[config.mk]
export PLATFORM = sky130hd
export DESIGN_NAME = ahb_lite_decoder_flat
export DESIGN_NICKNAME = d
export VERILOG_FILES = /design/src/rtl/ahb_pkg.sv /design/src/rtl/ahb_lite_decoder_if.sv /design/src/rtl/ahb_default_slave.sv /design/src/rtl/ahb_lite_decoder.sv /design/src/flat_wrapper.sv
export SDC_FILE = /design/constraint.sdc
export NUM_CORES = 1
export LEC_CHECK = 0
export ABC_AREA = 1
export BUFFER_PORTS_ARGS = -buffer_cell sky130_fd_sc_hd__buf_2
export CORE_AREA = 2 2 68 70
export CTS_CLUSTER_SIZE = 20
export DETAILED_ROUTE_END_ITERATION = 10
export DIE_AREA = 0 0 70 72
export PLACE_DENSITY_LB_ADDON = 0.1
export SKIP_CTS_REPAIR_TIMING = 1
export SLEW_MARGIN = 20
export SYNTH_ARGS = -nofsm -noshare
export SYNTH_HDL_FRONTEND = slang
export SYNTH_SLANG_ARGS = --single-unit
[constraint.sdc]
create_clock -name clk -period 1.9 [get_ports clk]
set_clock_uncertainty 0.15 [all_clocks]
set_input_delay 0 -clock clk [delete_from_list [all_inputs] [get_ports clk]]
set_output_delay 0 -clock clk [all_outputs]
set_load 0.03 [all_outputs]
[src/rtl/ahb_pkg.sv]
// Shared AHB-Lite definitions: transfer/response encodings, slave count, decoder state types.
// Latency: n/a (types and constants only).
// Backpressure: n/a.
package ahb_pkg;

    localparam int NSLV = 3;

    localparam logic [1:0] HTRANS_IDLE   = 2'b00;
    localparam logic [1:0] HTRANS_BUSY   = 2'b01;
    localparam logic [1:0] HTRANS_NONSEQ = 2'b10;
    localparam logic [1:0] HTRANS_SEQ    = 2'b11;

    localparam logic HRESP_OKAY  = 1'b0;
    localparam logic HRESP_ERROR = 1'b1;

    // Default-slave response sequencer
    typedef enum logic [1:0] {
        DS_OK   = 2'b00,
        DS_ERR1 = 2'b01,
        DS_ERR2 = 2'b10
    } ds_state_t;

    // One-hot data-phase owner; DEF is the built-in default slave
    typedef enum logic [3:0] {
        DSEL_S0  = 4'b0001,
        DSEL_S1  = 4'b0010,
        DSEL_S2  = 4'b0100,
        DSEL_DEF = 4'b1000
    } dsel_t;

    function automatic logic addr_match(input logic [31:0] addr,
                                        input logic [31:0] base,
                                        input logic [31:0] mask);
        return ((addr & mask) == base);
    endfunction

endpackage

[src/rtl/ahb_lite_decoder_if.sv]
// Bus-side signal bundle between the master, the decoder and the three slaves.
// Latency: n/a (wiring only).
// Backpressure: hready carries the muxed wait state back to the master and all slaves.
interface ahb_lite_decoder_if;
    import ahb_pkg::*;

    logic [31:0]        haddr;
    logic [1:0]         htrans;
    logic               hwrite;
    logic [NSLV-1:0]    hsel_s;
    logic [32*NSLV-1:0] hrdata_s;
    logic [NSLV-1:0]    hreadyout_s;
    logic [NSLV-1:0]    hresp_s;
    logic [31:0]        hrdata;
    logic               hready;
    logic               hresp;

    // Decoder view: address phase in, slave responses in, selects and muxed response out
    modport slave (
        input  haddr, htrans, hwrite, hrdata_s, hreadyout_s, hresp_s,
        output hsel_s, hrdata, hready, hresp
    );

    // Environment view: drives the master request and the slave responses
    modport master (
        output haddr, htrans, hwrite, hrdata_s, hreadyout_s, hresp_s,
        input  hsel_s, hrdata, hready, hresp
    );

endinterface

[src/rtl/ahb_default_slave.sv]
// Default slave: answers unmapped active transfers with a two-cycle ERROR; optional error log (AHB_DEC_ERRLOG_EN).
// Latency: ERROR response occupies two data-phase cycles (wait, then final); IDLE/BUSY get zero-wait OKAY.
// Backpressure: inserts exactly one wait state (ds_hready=0) per unmapped active transfer.
module ahb_default_slave
    import ahb_pkg::*;
(
    input  logic        clk,
    input  logic        reset,
    input  logic        hready,
    input  logic [1:0]  htrans,
    input  logic        nomatch,
    input  logic [31:0] haddr,
    output logic        ds_hready,
    output logic        ds_hresp
`ifdef AHB_DEC_ERRLOG_EN
    ,
    input  logic        err_clr,
    output logic        err_valid,
    output logic [31:0] err_addr
`endif
);

    ds_state_t state_q;
    ds_state_t state_d;
    logic      err_start;

    // An active transfer to an unmapped address is accepted this edge
    assign err_start = hready && htrans[1] && nomatch;

    // htrans[0] only distinguishes SEQ/NONSEQ or IDLE/BUSY, irrelevant here
    logic unused_htrans0;
    assign unused_htrans0 = htrans[0];

    // State register
    always_ff @(posedge clk or negedge reset) begin
        if (!reset) state_q <= DS_OK;
        else        state_q <= state_d;
    end

    // Next-state: ERR1 always advances to ERR2 even if the master drops to IDLE
    always_comb begin
        state_d = state_q;
        case (state_q)
            DS_OK:   if (err_start) state_d = DS_ERR1;
            DS_ERR1: state_d = DS_ERR2;
            DS_ERR2: state_d = err_start ? DS_ERR1 : DS_OK;
            default: state_d = DS_OK;
        endcase
    end

    // Response outputs: wait only in ERR1, ERROR in both error states
    always_comb begin
        ds_hready = 1'b1;
        ds_hresp  = HRESP_OKAY;
        case (state_q)
            DS_ERR1: begin ds_hready = 1'b0; ds_hresp = HRESP_ERROR; end
            DS_ERR2: begin ds_hready = 1'b1; ds_hresp = HRESP_ERROR; end
            default: begin ds_hready = 1'b1; ds_hresp = HRESP_OKAY;  end
        endcase
    end

`ifdef AHB_DEC_ERRLOG_EN
    logic enter_err1;
    assign enter_err1 = err_start && (state_q != DS_ERR1);

    // First error wins; a new error coincident with a clear is still captured
    always_ff @(posedge clk or negedge reset) begin
        if (!reset) begin
            err_valid <= 1'b0;
            err_addr  <= 32'h0;
        end else if (enter_err1 && (!err_valid || err_clr)) begin
            err_valid <= 1'b1;
            err_addr  <= haddr;
        end else if (err_clr) begin
            err_valid <= 1'b0;
        end
    end
`else
    logic unused_haddr;
    assign unused_haddr = ^haddr;
`endif

endmodule

[src/rtl/ahb_lite_decoder.sv]
// AHB-Lite address decoder + response mux for ROM/RAM/peripherals with built-in default slave (AHB_DEC_ERRLOG_EN adds error log).
// Latency: hsel is combinational from haddr; response mux adds zero cycles.
// Backpressure: muxed hready from the data-phase owner stalls the master and holds the data-phase select.
module ahb_lite_decoder
    import ahb_pkg::*;
#(
    parameter logic [31:0] S0_BASE = 32'h0000_0000,
    parameter logic [31:0] S0_MASK = 32'hFFFF_C000,
    parameter logic [31:0] S1_BASE = 32'h2000_0000,
    parameter logic [31:0] S1_MASK = 32'hFFFF_0000,
    parameter logic [31:0] S2_BASE = 32'h4000_0000,
    parameter logic [31:0] S2_MASK = 32'hFFFF_F000
)
(
    input  logic              clk,
    input  logic              reset,
    ahb_lite_decoder_if.slave bus
`ifdef AHB_DEC_ERRLOG_EN
    ,
    input  logic              err_clr,
    output logic              err_valid,
    output logic [31:0]       err_addr
`endif
);

    logic [NSLV-1:0] match;
    logic [NSLV-1:0] hsel;
    logic            nomatch;
    dsel_t           dsel_q;
    dsel_t           dsel_d;
    logic            hready_mux;
    logic            hresp_mux;
    logic [31:0]     hrdata_mux;
    logic            ds_hready;
    logic            ds_hresp;

    // Direction does not affect decode or response routing
    logic unused_hwrite;
    assign unused_hwrite = bus.hwrite;

    assign match[0] = addr_match(bus.haddr, S0_BASE, S0_MASK);
    assign match[1] = addr_match(bus.haddr, S1_BASE, S1_MASK);
    assign match[2] = addr_match(bus.haddr, S2_BASE, S2_MASK);
    assign nomatch  = ~|match;

    // Priority decode: lowest slave index wins on overlapping windows
    always_comb begin
        hsel   = '0;
        dsel_d = DSEL_DEF;
        if (match[0]) begin
            hsel[0] = 1'b1;
            dsel_d  = DSEL_S0;
        end else if (match[1]) begin
            hsel[1] = 1'b1;
            dsel_d  = DSEL_S1;
        end else if (match[2]) begin
            hsel[2] = 1'b1;
            dsel_d  = DSEL_S2;
        end
    end

    assign bus.hsel_s = hsel;

    // Data-phase owner advances only when the current data phase completes
    always_ff @(posedge clk or negedge reset) begin
        if (!reset)          dsel_q <= DSEL_DEF;
        else if (hready_mux) dsel_q <= dsel_d;
    end

    // Route the data-phase owner's response straight back to the master
    always_comb begin
        hrdata_mux = 32'h0;
        hready_mux = ds_hready;
        hresp_mux  = ds_hresp;
        case (dsel_q)
            DSEL_S0: begin
                hrdata_mux = bus.hrdata_s[31:0];
                hready_mux = bus.hreadyout_s[0];
                hresp_mux  = bus.hresp_s[0];
            end
            DSEL_S1: begin
                hrdata_mux = bus.hrdata_s[63:32];
                hready_mux = bus.hreadyout_s[1];
                hresp_mux  = bus.hresp_s[1];
            end
            DSEL_S2: begin
                hrdata_mux = bus.hrdata_s[95:64];
                hready_mux = bus.hreadyout_s[2];
                hresp_mux  = bus.hresp_s[2];
            end
            default: begin
                hrdata_mux = 32'h0;
                hready_mux = ds_hready;
                hresp_mux  = ds_hresp;
            end
        endcase
    end

    assign bus.hrdata = hrdata_mux;
    assign bus.hready = hready_mux;
    assign bus.hresp  = hresp_mux;

    ahb_default_slave u_default_slave (
        .clk       (clk),
        .reset     (reset),
        .hready    (hready_mux),
        .htrans    (bus.htrans),
        .nomatch   (nomatch),
        .haddr     (bus.haddr),
        .ds_hready (ds_hready),
        .ds_hresp  (ds_hresp)
`ifdef AHB_DEC_ERRLOG_EN
        ,
        .err_clr   (err_clr),
        .err_valid (err_valid),
        .err_addr  (err_addr)
`endif
    );

endmodule

[src/flat_wrapper.sv]
// flat-port wrapper written by rule: the top's interface ports become plain ports
module ahb_lite_decoder_flat import ahb_pkg::*;
#(
    parameter logic [31:0] S0_BASE = 32'h0000_0000,
    parameter logic [31:0] S0_MASK = 32'hFFFF_C000,
    parameter logic [31:0] S1_BASE = 32'h2000_0000,
    parameter logic [31:0] S1_MASK = 32'hFFFF_0000,
    parameter logic [31:0] S2_BASE = 32'h4000_0000,
    parameter logic [31:0] S2_MASK = 32'hFFFF_F000
)
  (clk, reset, bus_haddr, bus_htrans, bus_hwrite, bus_hrdata_s, bus_hreadyout_s, bus_hresp_s, bus_hsel_s, bus_hrdata, bus_hready, bus_hresp);
  ahb_lite_decoder_if bus_i ();
  input  logic clk;
  input  logic reset;
  input wire logic [$bits(bus_i.haddr)-1:0] bus_haddr;
  input wire logic [$bits(bus_i.htrans)-1:0] bus_htrans;
  input wire logic [$bits(bus_i.hwrite)-1:0] bus_hwrite;
  input wire logic [$bits(bus_i.hrdata_s)-1:0] bus_hrdata_s;
  input wire logic [$bits(bus_i.hreadyout_s)-1:0] bus_hreadyout_s;
  input wire logic [$bits(bus_i.hresp_s)-1:0] bus_hresp_s;
  output wire logic [$bits(bus_i.hsel_s)-1:0] bus_hsel_s;
  output wire logic [$bits(bus_i.hrdata)-1:0] bus_hrdata;
  output wire logic [$bits(bus_i.hready)-1:0] bus_hready;
  output wire logic [$bits(bus_i.hresp)-1:0] bus_hresp;
  assign bus_i.haddr = bus_haddr;
  assign bus_i.htrans = bus_htrans;
  assign bus_i.hwrite = bus_hwrite;
  assign bus_i.hrdata_s = bus_hrdata_s;
  assign bus_i.hreadyout_s = bus_hreadyout_s;
  assign bus_i.hresp_s = bus_hresp_s;
  assign bus_hsel_s = bus_i.hsel_s;
  assign bus_hrdata = bus_i.hrdata;
  assign bus_hready = bus_i.hready;
  assign bus_hresp = bus_i.hresp;
  ahb_lite_decoder #(.S0_BASE(S0_BASE), .S0_MASK(S0_MASK), .S1_BASE(S1_BASE), .S1_MASK(S1_MASK), .S2_BASE(S2_BASE), .S2_MASK(S2_MASK)) u_core (.clk(clk), .reset(reset), .bus(bus_i));
endmodule
=== Word level (Yosys, flattened, before mapping) ===
Index checks and enable logic that the tools add are counted.

* Equality and inequality tests: 8
* Muxes and demuxes: 16
* Reduce and logical (&&, ||, !) cells: 7

{| class="wikitable"
|+ Operators with widths
! cell !! count
|-
| 32-bit one-hot mux with 3 select lines || 1
|-
| 32-bit zero test || 1
|-
| 20-bit by 19-bit equality test with 1-bit output (second input constant) || 1
|-
| 16-bit by 14-bit equality test with 1-bit output (second input constant) || 1
|-
| 4-bit 2-to-1 mux || 3
|-
| 1-bit 2-to-1 mux || 7
|-
| 1-bit one-hot mux with 3 select lines || 2
|-
| 2-bit one-hot mux with 3 select lines || 1
|-
| 4-bit by 1-bit equality test with 1-bit output (second input constant) || 1
|-
| 4-bit by 2-bit equality test with 1-bit output (second input constant) || 1
|-
| 4-bit by 3-bit equality test with 1-bit output (second input constant) || 1
|-
| 2-bit 2-to-1 mux || 2
|-
| 3-bit OR reduction || 1
|-
| 2-bit by 1-bit equality test with 1-bit output (second input constant) || 1
|-
| 2-bit equality test (second input constant) || 1
|-
| 1-bit logical AND || 2
|-
| 2-bit zero test || 1
|-
| 2-bit inequality test (second input constant) || 1
|-
| 2-bit OR reduction || 1
|-
| 1-bit zero test || 1
|}

* Register bits: 6
* Bits of input ports: 139
* Output and inout port bits: 37
* Word-level logic and storage cells: 33

=== Longest topological paths before layout ===
Gate-level depths: netlist (run 1).

* Word-level depth: 7
* Depth in mapped cells: 10
* Mapped depth without buffers: 10

=== By module ===
From an unflattened synthesis (run 1), not the netlist that was laid out.

* Cells, all modules: 245
* Area, all modules: 1311.3 µm²

{| class="wikitable"
|+ Modules (own cells, without submodules)
! module !! instances !! cells each !! area each (µm²) !! seq. area each (µm²)
|-
| ahb_lite_decoder || 1 || 224 || 1142.3 || 101.3
|-
| ahb_default_slave || 1 || 21 || 168.9 || 50.0
|}

=== Worst setup path after synthesis (run 1) ===
Ideal clock, no wire load.

* Kind: register -> register
* Start: register u_core.dsel_q[3]
* End: register u_core.u_default_slave.state_q[1]
* Setup time: 116 ps
* Arrival: 1257 ps
* Data required time: 1634 ps
* Path slack: 376 ps
* Cell stages (with the launch flop): 10
* Buffers on the path: 0
* Clock period less this slack: 1524 ps
* Cell sequence: dfstp_2 > nor2_2 > nand3_2 > nor2_2 > nor2_2 > nand2_4 > nand2_2 > o21bai_2 > nand2_1 > nand2_1

* Word-level cells in the longest chain between the ends: 5
* Elaborated cells between the ends (all ways): 7
* Those cells by class: eq/ne (4); mux (1); reduce/logical (2)

{| class="wikitable"
|+ RTL lines
! what !! RTL line !! RTL
|-
| start, declared || ahb_lite_decoder.sv:29 || <nowiki>dsel_t dsel_q;</nowiki>
|-
| start signal, assigned || ahb_lite_decoder.sv:67 || <nowiki>else if (hready_mux) dsel_q <= dsel_d;</nowiki>
|-
| 4-bit by 3-bit equality test with 1-bit output, or another cell as far along || ahb_lite_decoder.sv:75 || <nowiki>case (dsel_q)</nowiki>
|-
| 1-bit one-hot mux with 3 select lines * || ahb_lite_decoder.sv:75 ||
|-
| net bus_hready || flat_wrapper.sv:23 || <nowiki>output wire logic [$bits(bus_i.hready)-1:0] bus_hready;</nowiki>
|-
| 1-bit logical AND * (2 in series) || ahb_default_slave.sv:28 || <nowiki>assign err_start = hready && htrans[1] && nomatch;</nowiki>
|-
| 2-bit inequality test (no line) * || -- ||
|-
| end signal, assigned || ahb_default_slave.sv:37 || <nowiki>else state_q <= state_d;</nowiki>
|-
| end, declared || ahb_default_slave.sv:23 || <nowiki>ds_state_t state_q;</nowiki>
|}

Mark *: on every way through the listed nets, which the timed path passes. The rest lies on a longest branch.
A chain may end at the register's enable or synchronous reset.

=== Final worst setup path (run 1) ===
* Start: register u_core.dsel_q[1]
* End: output port bus_hresp

* Word-level cells in the longest chain between the ends: 2
* Elaborated cells between the ends (all ways): 4
* Those cells by class: eq/ne (3); mux (1)

{| class="wikitable"
|+ RTL lines
! what !! RTL line !! RTL
|-
| 4-bit by 3-bit equality test with 1-bit output, or another cell as far along || ahb_lite_decoder.sv:75 ||
|-
| 1-bit one-hot mux with 3 select lines * || ahb_lite_decoder.sv:75 ||
|-
| end, declared || flat_wrapper.sv:24 || <nowiki>output wire logic [$bits(bus_i.hresp)-1:0] bus_hresp;</nowiki>
|}

Mark *: on every way between the ends. The rest lies on a longest branch, timed or not.

==> results.json, run 1 <==
{
  "status": "completed",
  "synth_most_common_cell": "nand2_1",
  "critPathKind": "flop to primary output",
  "layout.nets": 535,
  "hold_viol_final": 0,
  "die-area_um2": 5040,
  "seq_area_um2": 151,
  "antenna_found_initial": 1,
  "hold_depth": 6,
  "critPathLaunchType": "flop",
  "fin_area_um2": 2110,
  "cts_root_buf": "clkbuf_8",
  "setup_violations": 0,
  "hp-start": "bus_hreadyout_s[0]",
  "ys_async_sr_fraction_pct": 100,
  "place_congestion": 0.859,
  "n_fill_cell": 468,
  "slew_headroom_pct": 84.0,
  "vdd_drop_max_mv": 0.663,
  "setup_tns_ns": 0,
  "whs_ns": 0.0493,
  "die_x_um": 70,
  "start_util_pct": 27.6,
  "cellLeakagePower_nw": 1.34,
  "clock_path_buffers": 2,
  "vias_per_cell": 4.39,
  "worst_pin_slew_ns": 0.239,
  "portBuffers": 161,
  "hold_end": "u_core.dsel_q[3]",
  "synth_edf_count": 0,
  "cp_data_required_time_ns": 1.75,
  "grt_pass1_wl_um": 7980,
  "cts_tree": "yes",
  "crit_path_end_kind": "primary output",
  "synth_area_leader_cell": "nand2_1",
  "ys_types": 22,
  "dp_cells": 436,
  "drt-initial-drc-count": 60,
  "drtPass1Iterations": 4,
  "clock-sinks": 6,
  "r2r-start": "u_core.dsel_q[3]",
  "clk_pin_slew_ns": 0.04,
  "syn-num-nets": 375,
  "synth.area.top_cells": "nand2_1, nand3_1, dfrtp_1",
  "grt_pass1_vias": 1804,
  "dpl.hpwl_um": 3810,
  "rsz0062_at_grt": "false",
  "cap_violations": 0,
  "rows": 24,
  "cp_max_fo": 33,
  "rr_endpoint": "u_core.u_default_slave.state_q[1]",
  "synth_commonest_cells": "nand2_1, nand3_1, nor2_1",
  "multi_input_area_um2": 893,
  "post-synth-top-area-fraction_pct": 36.7,
  "hold_path.class": "input pin to flop",
  "ys_ff_latch": 6,
  "cts_buffers": 3,
  "rrSetupSlack_ns": 0.37,
  "period_share_pct": 90.3,
  "grt_use_total_pct": 18.7,
  "synth_area_um2": 1180,
  "period_needed_ns": 1.72,
  "wire_per_inst_um": 10.5,
  "syn2layout_area_growth_pct": 79.8,
  "grt_max_degree": 34,
  "clk_latency_ns": 0.22,
  "num_vias": 1946,
  "place_area_um2": 2040,
  "final_cells": 443,
  "reg2reg_depth": 9,
  "crit_arrival_ns": 1.57,
  "dominantRegCellSynth": "dfrtp_1",
  "syn-instance-count": 232,
  "die_h_um": 72,
  "antennaDiodeCount": 0,
  "postSynthAreaPerCell_um2": 5.07,
  "ys_seq_area_share_pct": 12.9,
  "core-area_um2": 4260,
  "p_per_area_nw_per_um2": 537,
  "antenna_left": 0,
  "wl_um": 4670,
  "h-tree-depth": 1,
  "num_io_pins": 176,
  "fmax_mhz": 583,
  "final_layout_size_suffix_gt1_share_pct": 46.0,
  "synth_warnings": 0,
  "drc": 0,
  "grt_overflow": 0,
  "drv_slew": 0
}
## cell type report
| cell class | instances | share of cell area, % |
|---|---|---|
| repair buffers | 167 | 42.4 |
| multi-input cells | 197 | 42.2 |
| well taps | 52 | 3.08 |
| inverters | 17 | 3.02 |
| clock buffers | 4 | 2.13 |
| flip-flops and latches | 6 | 7.16 |
## critical path, stage by stage, from the launching register on
cell,delay (ns)
dfrtp_1,0.38
nor2_2,0.16
nand3_2,0.13
inv_1,0.12
buf_12,0.19
nand2_1,0.07
nand4_1,0.09
buf_2,0.20
## logic make-up after synthesis
kind of cell,share of synthesized area (%)
compound gates,2.98
fa+ha+maj,4.26
buf+inv,11.2
flops,12.9
simple gates,68.7
## cells in the final DEF (no fill, tap or decap)
cell type	count
o21ai_0	2
clkbuf_1	1
nand2_1	115
nor2_1	19
dfrtp_1	5
a21oi_2	1
nand2_2	1
clkbuf_8	3
nand4_1	2
inv_2	1
or2_1	1
buf_12	3
ha_1	4
nand4_2	1
dlygate4sd3_1	3
buf_2	161
and2_1	1
nor2_2	4
a21oi_1	1
dfstp_2	1
inv_1	16
o21bai_2	1
nand3_1	41
nand2_4	1
nand3_2	2
## how the worst max path moves through the flow
stage          slack (ns)  depth (start not counted)                              start                                 to
2_1_floorplan        0.38                          9                   u_core.dsel_q[3]  u_core.u_default_slave.state_q[1]
3_3_place_gp         0.37                          8  u_core.u_default_slave.state_q[1]  u_core.u_default_slave.state_q[1]
3_5_place_dp         0.35                          9                   u_core.dsel_q[3]  u_core.u_default_slave.state_q[1]
4_1_cts              0.16                          7                   u_core.dsel_q[1]                          bus_hresp
5_1_grt              0.03                          7                   u_core.dsel_q[0]                     bus_hrdata[26]
6_report             0.18                          7                   u_core.dsel_q[1]                          bus_hresp
## power by group
group / leakage (nW) / switching, mW / internal [mW]
clock network: 0.0228 / 0.0605 / 0.145
registers: 0.0773 / 0.0327 / 0.167
logic: 1.24 / 0.441 / 0.289
total: 1.34 / 0.534 / 0.601
## flip-flops by register name, summed over array words and instances, names as in the netlist
name                            cells
u_core.dsel_q                       4
u_core.u_default_slave.state_q      2
## per-stage QoR
| step | worst slack, ns | util, % | power (mW) |
|---|---|---|---|
| detailed placement | 0.352 | 47.8 | 0.930 |
| finish | 0.184 | 49.6 | 1.13 |
| global route | 0.0315 | 49.6 | 1.24 |
| global placement | 0.366 | 47.8 | 0.934 |
| floorplan | 0.376 | - | 0.660 |
| CTS | 0.156 | 48.9 | 1.14 |
## layer usage
layer  global-route usage [%]  wire, um  vias up
li1                         -         -     1043
met1                     20.8      1760      814
met2                     36.5      2470       79
met3                     3.47       384        8
met4                     5.13        47        2
met5                        0        11        -
Note: power is estimated with default switching activity, not from simulation.
==> run 2, diff against run 1 <==
--- a/config.mk
+++ b/config.mk
@@ -11,7 +11,7 @@
 export CTS_CLUSTER_SIZE = 20
 export DETAILED_ROUTE_END_ITERATION = 10
 export DIE_AREA = 0 0 70 72
-export PLACE_DENSITY_LB_ADDON = 0.1
+export PLACE_DENSITY = 0.86
 export SKIP_CTS_REPAIR_TIMING = 1
 export SLEW_MARGIN = 20
 export SYNTH_ARGS = -nofsm -noshare
==> run 2 against run 1 <==
  * The flow now finishes with violations (hold timing)
  * Critical path depth unchanged
  * Die area unchanged
  * Wire length up 1.3%
  * Fmax down 3.1%
  * Critical path type unchanged
  * Clock power about the same
  * Worst hold slack worse by 0.057 ns
  * Highest routed layer is now met4
==> results.json, run 2 (synthesized netlist as in run 1, its figures left out) <==
{
  "status": "complete, but fails checks",
  "violations": "hold timing",
  "vdd_drop_max_mv": 0.826,
  "die_x_um": 70,
  "place_congestion": 0.853,
  "hp-start": "bus_htrans[1]",
  "grt_max_degree": 34,
  "cp_data_required_time_ns": 1.75,
  "h-tree-depth": 1,
  "num_vias": 1982,
  "dpl.hpwl_um": 3930,
  "place_area_um2": 2030,
  "critPathLaunchType": "flop",
  "hold_viol_final": 2,
  "cellLeakagePower_nw": 1.35,
  "grt_pass1_wl_um": 7540,
  "portBuffers": 161,
  "drc": 0,
  "wire_per_inst_um": 10.7,
  "wl_um": 4730,
  "clk_latency_ns": 0.23,
  "reg2reg_depth": 9,
  "hold_depth": 5,
  "start_util_pct": 27.6,
  "antenna_found_initial": 0,
  "drtPass1Iterations": 4,
  "hold_end": "u_core.u_default_slave.state_q[0]",
  "crit_slowest_cell": "dfrtp_1",
  "cp_num_buf_inv": 3,
  "cts_tree": "yes",
  "crit_path_end_kind": "primary output",
  "final_common_cell": "buf_2",
  "crit_arrival_ns": 1.62,
  "crit_path_frequent_cell": "nand2_1",
  "largest_register": "u_core.dsel_q",
  "final_layout_size_suffix_gt1_share_pct": 46.4,
  "cts_buffers": 3,
  "rows": 24,
  "clk_pin_slew_ns": 0.04,
  "rr_endpoint": "u_core.u_default_slave.state_q[1]",
  "drv_slew": 0,
  "grt_overflow": 0,
  "fmax_mhz": 565,
  "vias_per_cell": 4.46,
  "cap_violations": 0,
  "num_io_pins": 176,
  "whs_ns": -0.00815,
  "reg_top3": "u_core.dsel_q (4), u_core.u_default_slave.state_q (2)",
  "max_stage_delay_ns": 0.41,
  "slew_headroom_pct": 84.1,
  "clock_path_buffers": 2,
  "crit_family": "buffers and inverters",
  "fin_area_um2": 2120,
  "path_cells": "nor2_1, nand2_1, inv_1, buf_12, nand2_1, nand3_1, buf_2",
  "cts_root_buf": "clkbuf_8",
  "syn2layout_area_growth_pct": 80.2,
  "worst_pin_slew_ns": 0.238,
  "period_needed_ns": 1.77,
  "rsz0062_at_grt": "false",
  "setup_tns_ns": 0,
  "die_h_um": 72,
  "grt_use_total_pct": 17.7,
  "antennaDiodeCount": 0,
  "rrSetupSlack_ns": 0.31,
  "critPathKind": "flop to primary output",
  "hold_path.class": "input pin to flop",
  "antenna_left": 0,
  "layout.nets": 536,
  "drt-initial-drc-count": 74,
  "clock-sinks": 6,
  "r2r-start": "u_core.dsel_q[3]",
  "setup_violations": 0,
  "die-area_um2": 5040,
  "core-area_um2": 4260,
  "largest_register_ffs": 4,
  "p_per_area_nw_per_um2": 540,
  "period_share_pct": 93.2,
  "grt_pass1_vias": 1815,
  "cp_max_fo": 26,
  "final_cell_mix": "buf_2, nand2_1, nand3_1, nor2_1, inv_1"
}
-- run 2: cell types whose count changed in the layout (fill, tap and decap cells not counted), sizes merged --
| cell | change |
|---|---|
| buf | +2 |
| dlygate4sd3 | -1 |
-- run 2: final cells by class --
cell class | instances | area [um2]
clock buffers | 4 | 45.0
fillers | 443 | 2140
inverters | 17 | 63.8
multi-input cells | 197 | 893
flip-flops and latches | 6 | 151
well taps | 52 | 65.1
repair buffers | 168 | 901
-- run 2: tightest hold or removal path: stages --
cell	delay, ns
buf_2	0.11
inv_1	0.06
a21oi_2	0.04
nand3_1	0.06
nand2_1	0.05
-- run 2: how the worst max path moves through the flow --
stage / from / end / depth (start not counted)
floorplan: u_core.dsel_q[3] / u_core.u_default_slave.state_q[1] / 9
global placement: u_core.dsel_q[0] / bus_hrdata[25] / 7
detailed placement: u_core.dsel_q[0] / bus_hrdata[25] / 7
CTS: u_core.dsel_q[0] / bus_hrdata[26] / 7
global route: u_core.dsel_q[0] / bus_hrdata[4] / 7
finish: u_core.dsel_q[0] / bus_hrdata[22] / 7
-- run 2: metal layers --
layer	up-vias	track usage, %	part of all wire, %
met5	-	0	0
met4	0	4.49	1.5
met3	8	3.33	8.1
met2	88	34.6	51
met1	842	19.6	40
li1	1044	-	-
-- run 2: report_power, final --
group	leakage, nW	total [mW]	internal [mW]	switching, mW
combinational	1.25	0.737	0.288	0.449
sequential	0.0773	0.204	0.167	0.0363
clock	0.0228	0.203	0.145	0.0581
-- run 2: metrics by stage --
stage          setup WS (ns)  total power, mW  hold slack, ns  util [%]  instances
3_5_place_dp           0.280            0.939          -0.324      47.6        438
6_report               0.130             1.14        -0.00815      49.7        444
3_3_place_gp           0.336            0.923          -0.324      47.6        438
4_1_cts               0.0285             1.15          -0.565      48.7        442
2_1_floorplan          0.376            0.660          -0.446         -        232
5_1_grt              0.00902             1.24         0.00808      49.7        444
